===== src/rtl/bitstream_loader.sv =====
// bitstream_loader: host-side initiator for the fabric's serial configuration
// chain. Serializes a byte stream MSB-first onto prog_clk/prog_en/prog_in,
// collects the bits that fall out of prog_out into readback bytes, and, when
// no load is running, drives the fabric's shared clock and reset on the same
// pins.
module bitstream_loader #(
  parameter int CHAIN_LEN = 102,
  parameter int CLK_DIV   = 2
) (
  input  logic       clk,
  input  logic       rst,
  input  logic       start,
  input  logic [7:0] s_data,
  input  logic       s_valid,
  output logic       s_ready,
  output logic [7:0] rb_data,
  output logic       rb_valid,
  output logic       busy,
  output logic       done,
  input  logic       run_en,
  input  logic       user_rst,
  output logic       prog_clk,
  output logic       prog_en,
  output logic       prog_in,
  input  logic       prog_out
);

  localparam int BW = $clog2(CHAIN_LEN + 1);
  localparam int DW = $clog2(CLK_DIV + 1);
  localparam logic [BW-1:0] BITS_TOTAL = BW'(CHAIN_LEN);
  localparam logic [DW-1:0] DIV_LAST   = DW'(CLK_DIV - 1);

  typedef enum logic [2:0] {IDLE, FETCH, LOW, HIGH, FINISH} state_t;

  state_t        state, state_n;
  logic [DW-1:0] div_q, div_n;       // prog_clk phase divider
  logic [BW-1:0] bits_q, bits_n;     // bits shifted so far in this load
  logic [BW-1:0] bits_inc;
  logic [2:0]    idx_q, idx_n;       // bit position within the current byte
  logic [7:0]    sh_q, sh_n;         // outgoing byte, current bit at [7]
  logic [7:0]    rbs_q, rbs_n;       // readback assembly register
  logic [2:0]    rbc_q, rbc_n;       // readback bits collected in this byte
  logic [7:0]    rb_sample;
  logic [3:0]    rb_pad;
  logic          prog_clk_n, prog_en_n, prog_in_n, s_ready_n;
  logic          rb_valid_n, busy_n, done_n;
  logic [7:0]    rb_data_n;

  // State register
  always_ff @(posedge clk or posedge rst) begin
    if (rst) state <= IDLE;
    else     state <= state_n;
  end

  // Next-state logic plus next value of every registered output and counter
  always_comb begin
    // NOTE: every signal is given a default before the case so that no path
    // leaves one unassigned, which would otherwise infer a latch.
    state_n    = state;
    div_n      = div_q;
    bits_n     = bits_q;
    idx_n      = idx_q;
    sh_n       = sh_q;
    rbs_n      = rbs_q;
    rbc_n      = rbc_q;
    prog_clk_n = prog_clk;
    prog_en_n  = prog_en;
    prog_in_n  = prog_in;
    s_ready_n  = 1'b0;
    rb_data_n  = rb_data;
    rb_valid_n = 1'b0;
    busy_n     = busy;
    done_n     = 1'b0;
    bits_inc   = bits_q + 1'b1;
    rb_sample  = {rbs_q[6:0], prog_out};
    rb_pad     = 4'd8 - {1'b0, rbc_q};

    unique case (state)
      IDLE: begin
        prog_en_n = 1'b0;
        prog_in_n = user_rst;
        busy_n    = 1'b0;
        if (start) begin
          // prog_clk drops immediately, even in the middle of a high phase
          state_n    = FETCH;
          prog_clk_n = 1'b0;
          prog_en_n  = 1'b1;
          prog_in_n  = 1'b0;
          s_ready_n  = 1'b1;
          busy_n     = 1'b1;
          div_n      = '0;
          bits_n     = '0;
          rbc_n      = '0;
        end else if (run_en) begin
          if (div_q == DIV_LAST) begin
            div_n      = '0;
            prog_clk_n = ~prog_clk;
          end else begin
            div_n = div_q + 1'b1;
          end
        end else begin
          prog_clk_n = 1'b0;
          div_n      = '0;
        end
      end

      FETCH: begin
        prog_clk_n = 1'b0;
        s_ready_n  = 1'b1;
        if (s_valid && s_ready) begin
          state_n   = LOW;
          sh_n      = s_data;
          idx_n     = 3'd7;
          div_n     = '0;
          prog_in_n = s_data[7];
          s_ready_n = 1'b0;
        end
      end

      LOW: begin
        if (div_q == DIV_LAST) begin
          // Sample the chain output just before the rising edge shifts it
          div_n      = '0;
          state_n    = HIGH;
          prog_clk_n = 1'b1;
          rbs_n      = rb_sample;
          rbc_n      = rbc_q + 1'b1;
          if (rbc_q == 3'd7) begin
            rb_data_n  = rb_sample;
            rb_valid_n = 1'b1;
          end
        end else begin
          div_n = div_q + 1'b1;
        end
      end

      HIGH: begin
        if (div_q == DIV_LAST) begin
          div_n      = '0;
          bits_n     = bits_inc;
          prog_clk_n = 1'b0;
          if (bits_inc == BITS_TOTAL) begin
            // Whole chain loaded; flush a partial readback byte left-aligned
            state_n   = FINISH;
            prog_en_n = 1'b0;
            prog_in_n = 1'b0;
            if (rbc_q != 3'd0) begin
              rb_data_n  = rbs_q << rb_pad;
              rb_valid_n = 1'b1;
            end
          end else if (idx_q == 3'd0) begin
            state_n   = FETCH;
            s_ready_n = 1'b1;
          end else begin
            state_n   = LOW;
            idx_n     = idx_q - 1'b1;
            sh_n      = {sh_q[6:0], 1'b0};
            prog_in_n = sh_q[6];
          end
        end else begin
          div_n = div_q + 1'b1;
        end
      end

      FINISH: begin
        state_n    = IDLE;
        done_n     = 1'b1;
        busy_n     = 1'b0;
        prog_clk_n = 1'b0;
        prog_en_n  = 1'b0;
        prog_in_n  = user_rst;
        div_n      = '0;
      end

      default: state_n = IDLE;
    endcase
  end

  // Counters, shift registers and registered outputs
  always_ff @(posedge clk or posedge rst) begin
    if (rst) begin
      div_q    <= '0;
      bits_q   <= '0;
      idx_q    <= '0;
      sh_q     <= '0;
      rbs_q    <= '0;
      rbc_q    <= '0;
      prog_clk <= 1'b0;
      prog_en  <= 1'b0;
      prog_in  <= 1'b0;
      s_ready  <= 1'b0;
      rb_data  <= '0;
      rb_valid <= 1'b0;
      busy     <= 1'b0;
      done     <= 1'b0;
    end else begin
      // NOTE: non-blocking assignments so every register samples the values
      // from before this edge, regardless of statement order.
      div_q    <= div_n;
      bits_q   <= bits_n;
      idx_q    <= idx_n;
      sh_q     <= sh_n;
      rbs_q    <= rbs_n;
      rbc_q    <= rbc_n;
      prog_clk <= prog_clk_n;
      prog_en  <= prog_en_n;
      prog_in  <= prog_in_n;
      s_ready  <= s_ready_n;
      rb_data  <= rb_data_n;
      rb_valid <= rb_valid_n;
      busy     <= busy_n;
      done     <= done_n;
    end
  end

endmodule

===== config.mk =====
export PLATFORM = sky130hd
export DESIGN_NAME = bitstream_loader
export DESIGN_NICKNAME = d
export VERILOG_FILES = /design/src/rtl/bitstream_loader.sv
export SDC_FILE = /design/constraint.sdc
export NUM_CORES = 1
export LEC_CHECK = 0
export BUFFER_PORTS_ARGS = -buffer_cell sky130_fd_sc_hd__buf_2
export CELL_PAD_IN_SITES_DETAIL_PLACEMENT = 0
export CELL_PAD_IN_SITES_GLOBAL_PLACEMENT = 1
export CORE_UTILIZATION = 40
export DETAILED_ROUTE_END_ITERATION = 8
export MAX_ROUTING_LAYER = met4
export PLACE_DENSITY_LB_ADDON = 0.12
export SLEW_MARGIN = 10
export SYNTH_ARGS = -nofsm -noshare
export SYNTH_HDL_FRONTEND = slang
export SYNTH_SLANG_ARGS = --single-unit
export TNS_END_PERCENT = 100

===== constraint.sdc =====
create_clock -name clk -period 2 [get_ports clk]
set_input_delay 0.1 -clock clk [delete_from_list [all_inputs] [get_ports clk]]
set_output_delay 0.1 -clock clk [all_outputs]
set_load 0.03 [all_outputs]

Word-level counts from Yosys, hierarchy flattened:

Cells that the tools add are included.

* output and inout port bits: 15
* flip-flop bits (word level): 48
* word-level logic and storage cells: 128

* shift-type cells: 1
* equal/unequal tests: 18
* reduce and logical (&&, ||, !) cells: 25
* mux-type cells: 63
* bitwise operators: 1
* add/sub/neg operators: 5

Operators by type and width (count)
* $mux 7: 6
* $mux 8: 5
* $mux 3: 11
* $pmux 7 s2: 2
* $mux 1: 23
* $ne 2x2->1 const B: 9
* $pmux 8 s2: 1
* $pmux 3 s2: 2
* $pmux 3 s4: 1
* $reduce_and 4->1: 3
* $reduce_bool 4->1: 3
* $mux 2: 5
* $reduce_bool 2->1: 5
* $reduce_and 3->1: 3
* $pmux 1 s4: 2
* $pmux 2 s4: 1
* $shl 8x4->8: 1
* $add 7x1->7 const B: 1
* $eq 7x7->1 const B: 1
* $eq 3x2->1 const B: 2
* $eq 3x3->1 const B: 2
* $logic_not 3->1: 2
* $pmux 1 s3: 2
* $reduce_and 6->1: 1
* other kinds (15): 19

Depth between registers and ports, before layout:

Gate-level depths: netlist of the first run.

* word-level depth: 6
* gate-level depth with buffers: 9
* gate-level depth less buffers: 8

Worst setup path after synthesis of the first run:

No wires, ideal clock.

* path type: register to register
* from: register bits_q[0]
* to: register rb_data[0]
* period minus slack after synthesis: 2227 ps
* data required time: 1875 ps
* arrival time: 2102 ps
* path slack: -227 ps
* stages on the path, launching flop included: 8
* path through: dfrtp_1 > ha_1 > xor2_1 > nand3_1 > or4b_4 > buf_6 > a21oi_4 > mux2_2

* word-level cells in the longest chain between the ends: 4

Ends and longest elaborated chain
* from (decl): RTL line 37 `logic [BW-1:0] bits_q, bits_n;`
* from (signal assigned): RTL line 200 `bits_q <= bits_n;`
* $add 7x1->7: RTL line 74 `bits_inc = bits_q + 1'b1;`
* $eq 7x7->1: RTL line 142 `if (bits_inc == BITS_TOTAL) begin`
* $ne 2x2->1 (no line)
* $reduce_and 6->1 (no line)
* to (signal assigned): RTL line 209 `rb_data <= rb_data_n;`
* to (decl): RTL line 16 `output logic [7:0] rb_data,`

No other way between the ends.
A chain may end at the register's enable or synchronous reset.

Worst setup path in the final report of the first run:

* from: register bits_q[1]
* to: register sh_q[2]

* word-level cells in the longest chain between the ends: 4

Ends and longest elaborated chain
* $add 7x1->7: RTL line 74
* $eq 7x7->1: RTL line 142
* $ne 2x2->1 (no line)
* $reduce_and 5->1 (no line)
* to (signal assigned): RTL line 202 `sh_q <= sh_n;`
* to (decl): RTL line 40 `logic [7:0] sh_q, sh_n;`

No other way between the ends.

==> results.py, run 1 <==
metrics = {
    "run_status": {
        "status": "complete, but fails checks",
        "violations": "DRC, setup timing",
    },
    "sta": {
        "skew_ns": 0.00815,
        "fmax_ghz": 0.465,
        "slew_headroom": 0.737,
        "maxSlewViolCount": 0,
        "worstMarginPinSlew_ns": 0.390,
        "period_minus_slack_ns": 2.15,
        "rsz0062_at_grt": "yes",
        "hold_violations": 0,
        "worst_slack_ns": -0.149,
        "finalCritPeriodShare": 1.07,
        "hold_slack_ns": 0.0464,
        "setup_viol": 18,
    },
    "synthesis": {
        "synth_xor_area_frac": 0.00958,
        "ys_warn_count": 0,
        "synth-seq-cells": 48,
        "synth_cell_types": 49,
        "async_flop_share": 1.00,
        "ys.flop_type": "dfrtp_1",
        "synth_fa_ha_area_frac": 0.0365,
        "synth_mux_area_frac": 0.128,
        "synth_compound_area_frac": 0.185,
        "netlist_area_sq_mm": 0.00274,
        "yosysSeqAreaShare": 0.438,
        "netlist_instances": 286,
        "syn_avg_cell_area_sq_um": 9.59,
        "synth-edff-count": 0,
        "synth_top_family_by_area": "compound AO/OA/AOI/OAI gates",
        "yosys.area_share.simple": 0.161,
        "syn-num-nets": 309,
    },
    "worst_hold_path": {
        "min_path_type": "in -> reg",
    },
    "setup_path": {
        "reg2reg_setup_slack_ns": -0.15,
        "start_kind": "flop",
        "cp.required_ns": 2.19,
        "critPathKind": "reg -> reg",
        "cp-end-kind": "flop",
        "arrival_ns": 2.34,
        "crit_fanout": 7,
    },
    "cells_and_area": {
        "fill_cells": 620,
        "multi_input_area_sq_mm": 0.00152,
        "syn_to_final_growth_pct": 25.8,
        "final_nets": 367,
        "utilization": 0.531,
        "drive_gt1_frac": 0.330,
        "ff_latch_area_sq_mm": 0.00120,
        "diodes": 0,
    },
    "global_routing": {
        "grt_pass1_wl_mm": 11.0,
        "antenna_found_initial": 0,
        "grt.total_usage": 0.199,
        "grt_pass1_vias": 2310,
        "grt_max_degree": 35,
        "overflow": 0,
    },
    "floorplanning": {
        "dieArea_sq_mm": 0.00719,
        "die_h_um": 84.8,
        "core_sq_mm": 0.00649,
        "die_x_um": 84.8,
        "ioPinCount": 30,
        "initial_core_util": 0.422,
        "rows": 29,
    },
    "routing": {
        "drt-initial-drc-count": 151,
        "wire_per_inst_um": 15.1,
        "antenna_left": 0,
        "drc": 3,
        "avgViaCountPerCell": 5.47,
        "first_pass_iters": 6,
        "wl_mm": 6.36,
        "vias": 2307,
    },
    "clock_network": {
        "clk_latency_ns": 0.30,
        "clock_sinks": 48,
        "cts_tree": "built",
        "ctsHtreeMaxLevel": 2,
        "clk_pin_slew_ns": 0.09,
        "cts_buffers": 5,
        "clock_path_buffers": 2,
        "root_buffer": "clkbuf_8",
    },
    "place": {
        "dp_hpwl_mm": 4.52,
        "portBuffers": 29,
        "place.gp.congestion": 0.796,
    },
    "flow_run": {
        "maxCapViolations": 0,
    },
    "power_and_ir_drop": {
        "power_mw": 5.92,
        "p_leak_nw": 1.64,
        "ir_drop_v": 0.000623,
        "powerDensity_mw_per_mm2": 1720,
    },
}
[what timing repair did]
action	in CTS	in global routing
gates cloned	0	0
endpoints found under the setup margin	19	22
hold endpoints to repair	14	0
resized for setup	6	11
buffers inserted	2	0
pin swaps	3	0
hold buffers	1	0
[sequential cells by signal, summed over array words and instances, names as in the netlist]
signal and count:
bits_q 7, s_ready 1, prog_in 1, done 1, rb_valid 1, idx_q 3, sh_q 7, rbc_q 3
rbs_q 8, busy 1, div_q 2, state 3, prog_clk 1, prog_en 1, rb_data 8
[worst max-delay path, cell delays in order, from the launching register on]
cell	delay (ns)
dfrtp_1	0.41
ha_2	0.21
xor2_2	0.16
nand3_2	0.08
or4b_4	0.54
o21ai_4	0.27
mux2_2	0.37
[cell type report]
class / count / area share
clock buffers: 6 / 0.0239
clock inverters: 2 / 0.0112
inverters: 13 / 0.0141
multi-input cells: 209 / 0.440
flip-flops and latches: 48 / 0.348
well taps: 77 / 0.0279
repair buffers: 67 / 0.135
[metal layers]
metal,up-vias,part of all wire,track usage
met5,-,0,-
met4,0,0.0075,0.0478
met3,5,0.034,0.0354
met2,45,0.46,0.309
met1,1117,0.49,0.271
li1,1140,-,-
[final timing paths]
check | start | endpoint | cells after the start
setup / recovery | bits_q[1] | sh_q[2] | 6
hold / removal | s_data[0] | sh_q[0] | 2
setup reg to reg | bits_q[1] | sh_q[2] | 6
hold reg to reg | bits_q[6] | bits_q[6] | 1
max in group asynchronous | rst | rbc_q[1] | 4
min in group asynchronous | rst | rbs_q[3] | 3
[stage by stage]
step | instances | setup TNS (ns) | instance area (sq um) | setup slack, ns
after floorplan | 286 | -2.42 | 2770 | -0.180
after global placement | 412 | -1.49 | 3230 | -0.110
after detailed placement | 412 | -1.85 | 3230 | -0.139
after CTS | 423 | -2.16 | 3400 | -0.139
after global routing | 422 | -3.52 | 3450 | -0.230
final | 422 | -2.06 | 3450 | -0.149
[cell usage in the layout, fill, tap and decap left out, types with 2 or more instances in the layout]
| cell | instances |
|---|---|
| ha_2 | 2 |
| a31oi_1 | 5 |
| mux2i_1 | 7 |
| buf_6 | 2 |
| o22ai_1 | 4 |
| a22o_1 | 2 |
| a21o_1 | 2 |
| ha_1 | 5 |
| buf_12 | 2 |
| nor2b_1 | 2 |
| o31ai_1 | 6 |
| nor2_1 | 12 |
| a21oi_1 | 8 |
| nand3_1 | 7 |
| a22oi_2 | 2 |
| dfrtp_1 | 48 |
| mux2_2 | 15 |
| nand4_1 | 2 |
| buf_2 | 29 |
| o21a_1 | 3 |
| o41ai_1 | 2 |
| and2_1 | 2 |
| inv_1 | 12 |
| nand2b_1 | 3 |
| mux2_4 | 8 |
| buf_4 | 33 |
| o211a_1 | 2 |
| nand3b_1 | 4 |
| xnor2_1 | 2 |
| clkbuf_8 | 6 |
| o21ai_0 | 28 |
| nand4b_1 | 3 |
| nand2_1 | 46 |
[power breakdown]
group	switching [mW]	internal, mW	total (mW)
logic	1.87	1.66	3.54
registers	0.284	1.36	1.64
clock network	0.334	0.409	0.743
total	2.49	3.43	5.92
[logic make-up (layout without fill, tap and decap cells)]
kind of cell               after synthesis  in the layout
buffers and inverters                   29             88
DFF                                     48             48
and+or+nand+nor                         91             91
AOI/OAI and AO/OA                       76             76
adders and majority gates                8              8
xor gates and xnor gates                 3              3
muxes                                   31             31
[cell usage after synthesis, drive strengths merged, types with 2 or more instances]
library cell  count  area share
mux2i             7       0.026
o22ai             4      0.0091
a31oi             6       0.014
nand4             2      0.0046
a211oi            2      0.0055
buf               2      0.0055
o211a             2      0.0073
clkbuf           14       0.019
xnor2             2      0.0064
nand4b            3      0.0096
nand3             8       0.015
and2              2      0.0046
o21a              3      0.0082
inv              13       0.018
nand2            46       0.063
a22oi             2      0.0055
ha                8       0.036
and3              2      0.0050
o21ai            29       0.057
nand2b            3      0.0068
dfrtp            48        0.44
nand3b            4       0.011
a21o              2      0.0055
nor2             13       0.018
mux2             23       0.094
o31ai             6       0.016
a22o              2      0.0064
a21oi             9       0.021
nor2b             2      0.0046
o41ai             2      0.0064
(Power assumes the default switching activity.)
==> run 2: changes to the inputs <==
--- a/config.mk
+++ b/config.mk
@@ -10,7 +10,6 @@
 export CELL_PAD_IN_SITES_GLOBAL_PLACEMENT = 1
 export CORE_UTILIZATION = 40
 export DETAILED_ROUTE_END_ITERATION = 8
-export MAX_ROUTING_LAYER = met4
 export PLACE_DENSITY_LB_ADDON = 0.12
 export SLEW_MARGIN = 10
 export SYNTH_ARGS = -nofsm -noshare
==> run 2 against run 1 <==
The flow still finishes with violations (DRC, setup timing). Global-route usage decreased by 0.58 points. Clock power about the same. First-iteration DRC count increased by 14%. Die area unchanged. Register-to-register slack about the same. Cell area unchanged. Critical endpoint unchanged.
==> results.py, run 2 (synthesis results as in run 1) <==
metrics = {
    "worst_hold_path": {
        "min_path_type": "in -> reg",
    },
    "global_routing": {
        "antenna_found_initial": 0,
        "grt_max_degree": 35,
        "grt.total_usage": 0.193,
        "overflow": 0,
        "grt_pass1_wl_mm": 11.0,
        "grt_pass1_vias": 2306,
    },
    "sta": {
        "setup_viol": 18,
        "fin_setup_tns_ns": -2.06,
        "worstMarginPinSlew_ns": 0.397,
        "skew_ns": 0.00782,
        "rsz0062_at_grt": "yes",
        "period_minus_slack_ns": 2.15,
        "fmax_ghz": 0.465,
        "maxSlewViolCount": 0,
        "worst_slack_ns": -0.150,
        "hold_violations": 0,
        "finalCritPeriodShare": 1.07,
        "slew_headroom": 0.732,
    },
    "cells_and_area": {
        "diodes": 0,
        "utilization": 0.531,
        "syn_to_final_growth_pct": 25.8,
        "fill_cells": 620,
        "final_nets": 367,
        "drive_gt1_frac": 0.330,
        "layout_common_cells": "dfrtp_1, nand2_1, buf_4, buf_2, o21ai_0",
        "final_common_cell": "dfrtp_1",
        "reg_top3": "rb_data: 8 flops, rbs_q: 8 flops",
    },
    "power_and_ir_drop": {
        "power_frac_seq": 0.278,
        "ir_drop_v": 0.000620,
        "power_frac_clock": 0.126,
        "p_comb_frac": 0.597,
        "powerDensity_mw_per_mm2": 1710,
        "p_leak_nw": 1.64,
        "p_int_mw": 3.43,
        "power_mw": 5.92,
        "switching_share": 0.420,
        "p_switching_mw": 2.49,
    },
    "routing": {
        "wire_per_inst_um": 15.0,
        "drc": 3,
        "vias": 2283,
        "antenna_left": 0,
        "wl_mm": 6.35,
        "drt-initial-drc-count": 172,
        "avgViaCountPerCell": 5.41,
        "first_pass_iters": 6,
    },
    "run_status": {
        "status": "complete, but fails checks",
        "violations": "DRC, setup timing",
    },
    "flow_run": {
        "maxCapViolations": 0,
    },
    "clock_network": {
        "clock_path_buffers": 2,
        "cts_tree": "built",
        "cts_buffers": 5,
        "clock_sinks": 48,
        "root_buffer": "clkbuf_8",
        "ctsHtreeMaxLevel": 2,
        "clk_pin_slew_ns": 0.09,
        "clk_latency_ns": 0.30,
    },
    "setup_path": {
        "arrival_ns": 2.34,
        "start_kind": "flop",
        "cp-end-kind": "flop",
        "cp.required_ns": 2.19,
        "critPathKind": "reg -> reg",
        "reg2reg_setup_slack_ns": -0.15,
        "crit_fanout": 7,
    },
    "place": {
        "dp_hpwl_mm": 4.52,
        "portBuffers": 29,
        "place.gp.congestion": 0.785,
    },
    "floorplanning": {
        "dieArea_sq_mm": 0.00719,
        "initial_core_util": 0.422,
        "ioPinCount": 30,
        "core_sq_mm": 0.00649,
        "rows": 29,
        "die_x_um": 84.8,
        "die_h_um": 84.8,
    },
}
[run 2: cell counts in the layout (fill, tap and decap cells not counted)]
Identical to the previous run, type by type.
[run 2: path summary, 6_finish.rpt]
check | cells past startpoint | from | end
setup reg to reg | 6 | bits_q[1] | sh_q[2]
setup / recovery | 6 | bits_q[1] | sh_q[2]
hold / removal | 2 | s_data[0] | sh_q[0]
min in group asynchronous | 3 | rst | rbs_q[3]
hold reg to reg | 1 | bits_q[6] | bits_q[6]
max in group asynchronous | 4 | rst | rbc_q[1]
[run 2: metal layers]
layer | vias to the layer above | global-route usage | part of all wire
li1 | 1141 | - | -
met1 | 1102 | 0.271 | 0.50
met2 | 35 | 0.309 | 0.46
met3 | 5 | 0.0354 | 0.030
met4 | 0 | 0.0478 | 0.0076
met5 | - | 0 | 0
[run 2: cell type report]
type,count,area [sq um],area share
Timing Repair Buffer,67,465,0.135
Sequential cell,48,1200,0.348
Tap cell,77,96.3,0.0279
Clock buffer,6,82.6,0.0239
Clock inverter,2,38.8,0.0112
Inverter,13,48.8,0.0141
Multi-Input combinational cell,209,1520,0.440
[run 2: critical path: stages (launching register included)]
cell and delay (ns):
dfrtp_1 0.41, ha_2 0.21, xor2_2 0.16, nand3_2 0.08, or4b_4 0.54, o21ai_4 0.27, mux2_2 0.37
[run 2: power by group through the flow]
stage	Clock, mW	Combinational [mW]	Sequential [mW]
5_1_grt	0.817	3.93	1.69
6_report	0.743	3.53	1.64
2_1_floorplan	0	2.04	1.89
3_3_place_gp	0	3.35	1.65
4_1_cts	0.776	3.47	1.64
3_5_place_dp	0	3.39	1.66
[run 2: through the flow]
stage | setup slack, ns | instances | hold slack (ns) | cell area, sq um
after CTS | -0.139 | 423 | 0.0352 | 3400
final | -0.150 | 422 | 0.0460 | 3450
after detailed placement | -0.139 | 412 | 0.0886 | 3230
after floorplan | -0.180 | 286 | 0.239 | 2770
after global placement | -0.110 | 412 | 0.0903 | 3230
after global routing | -0.230 | 422 | 0.0373 | 3450
[run 2: repair_timing]
action / in CTS / in global routing
endpoints found under the setup margin: 19 / 22
setup buffers: 2 / 0
gates resized for setup: 6 / 11
pin swaps: 3 / 0
endpoints found under the hold margin: 14 / 0
hold buffers: 1 / 0
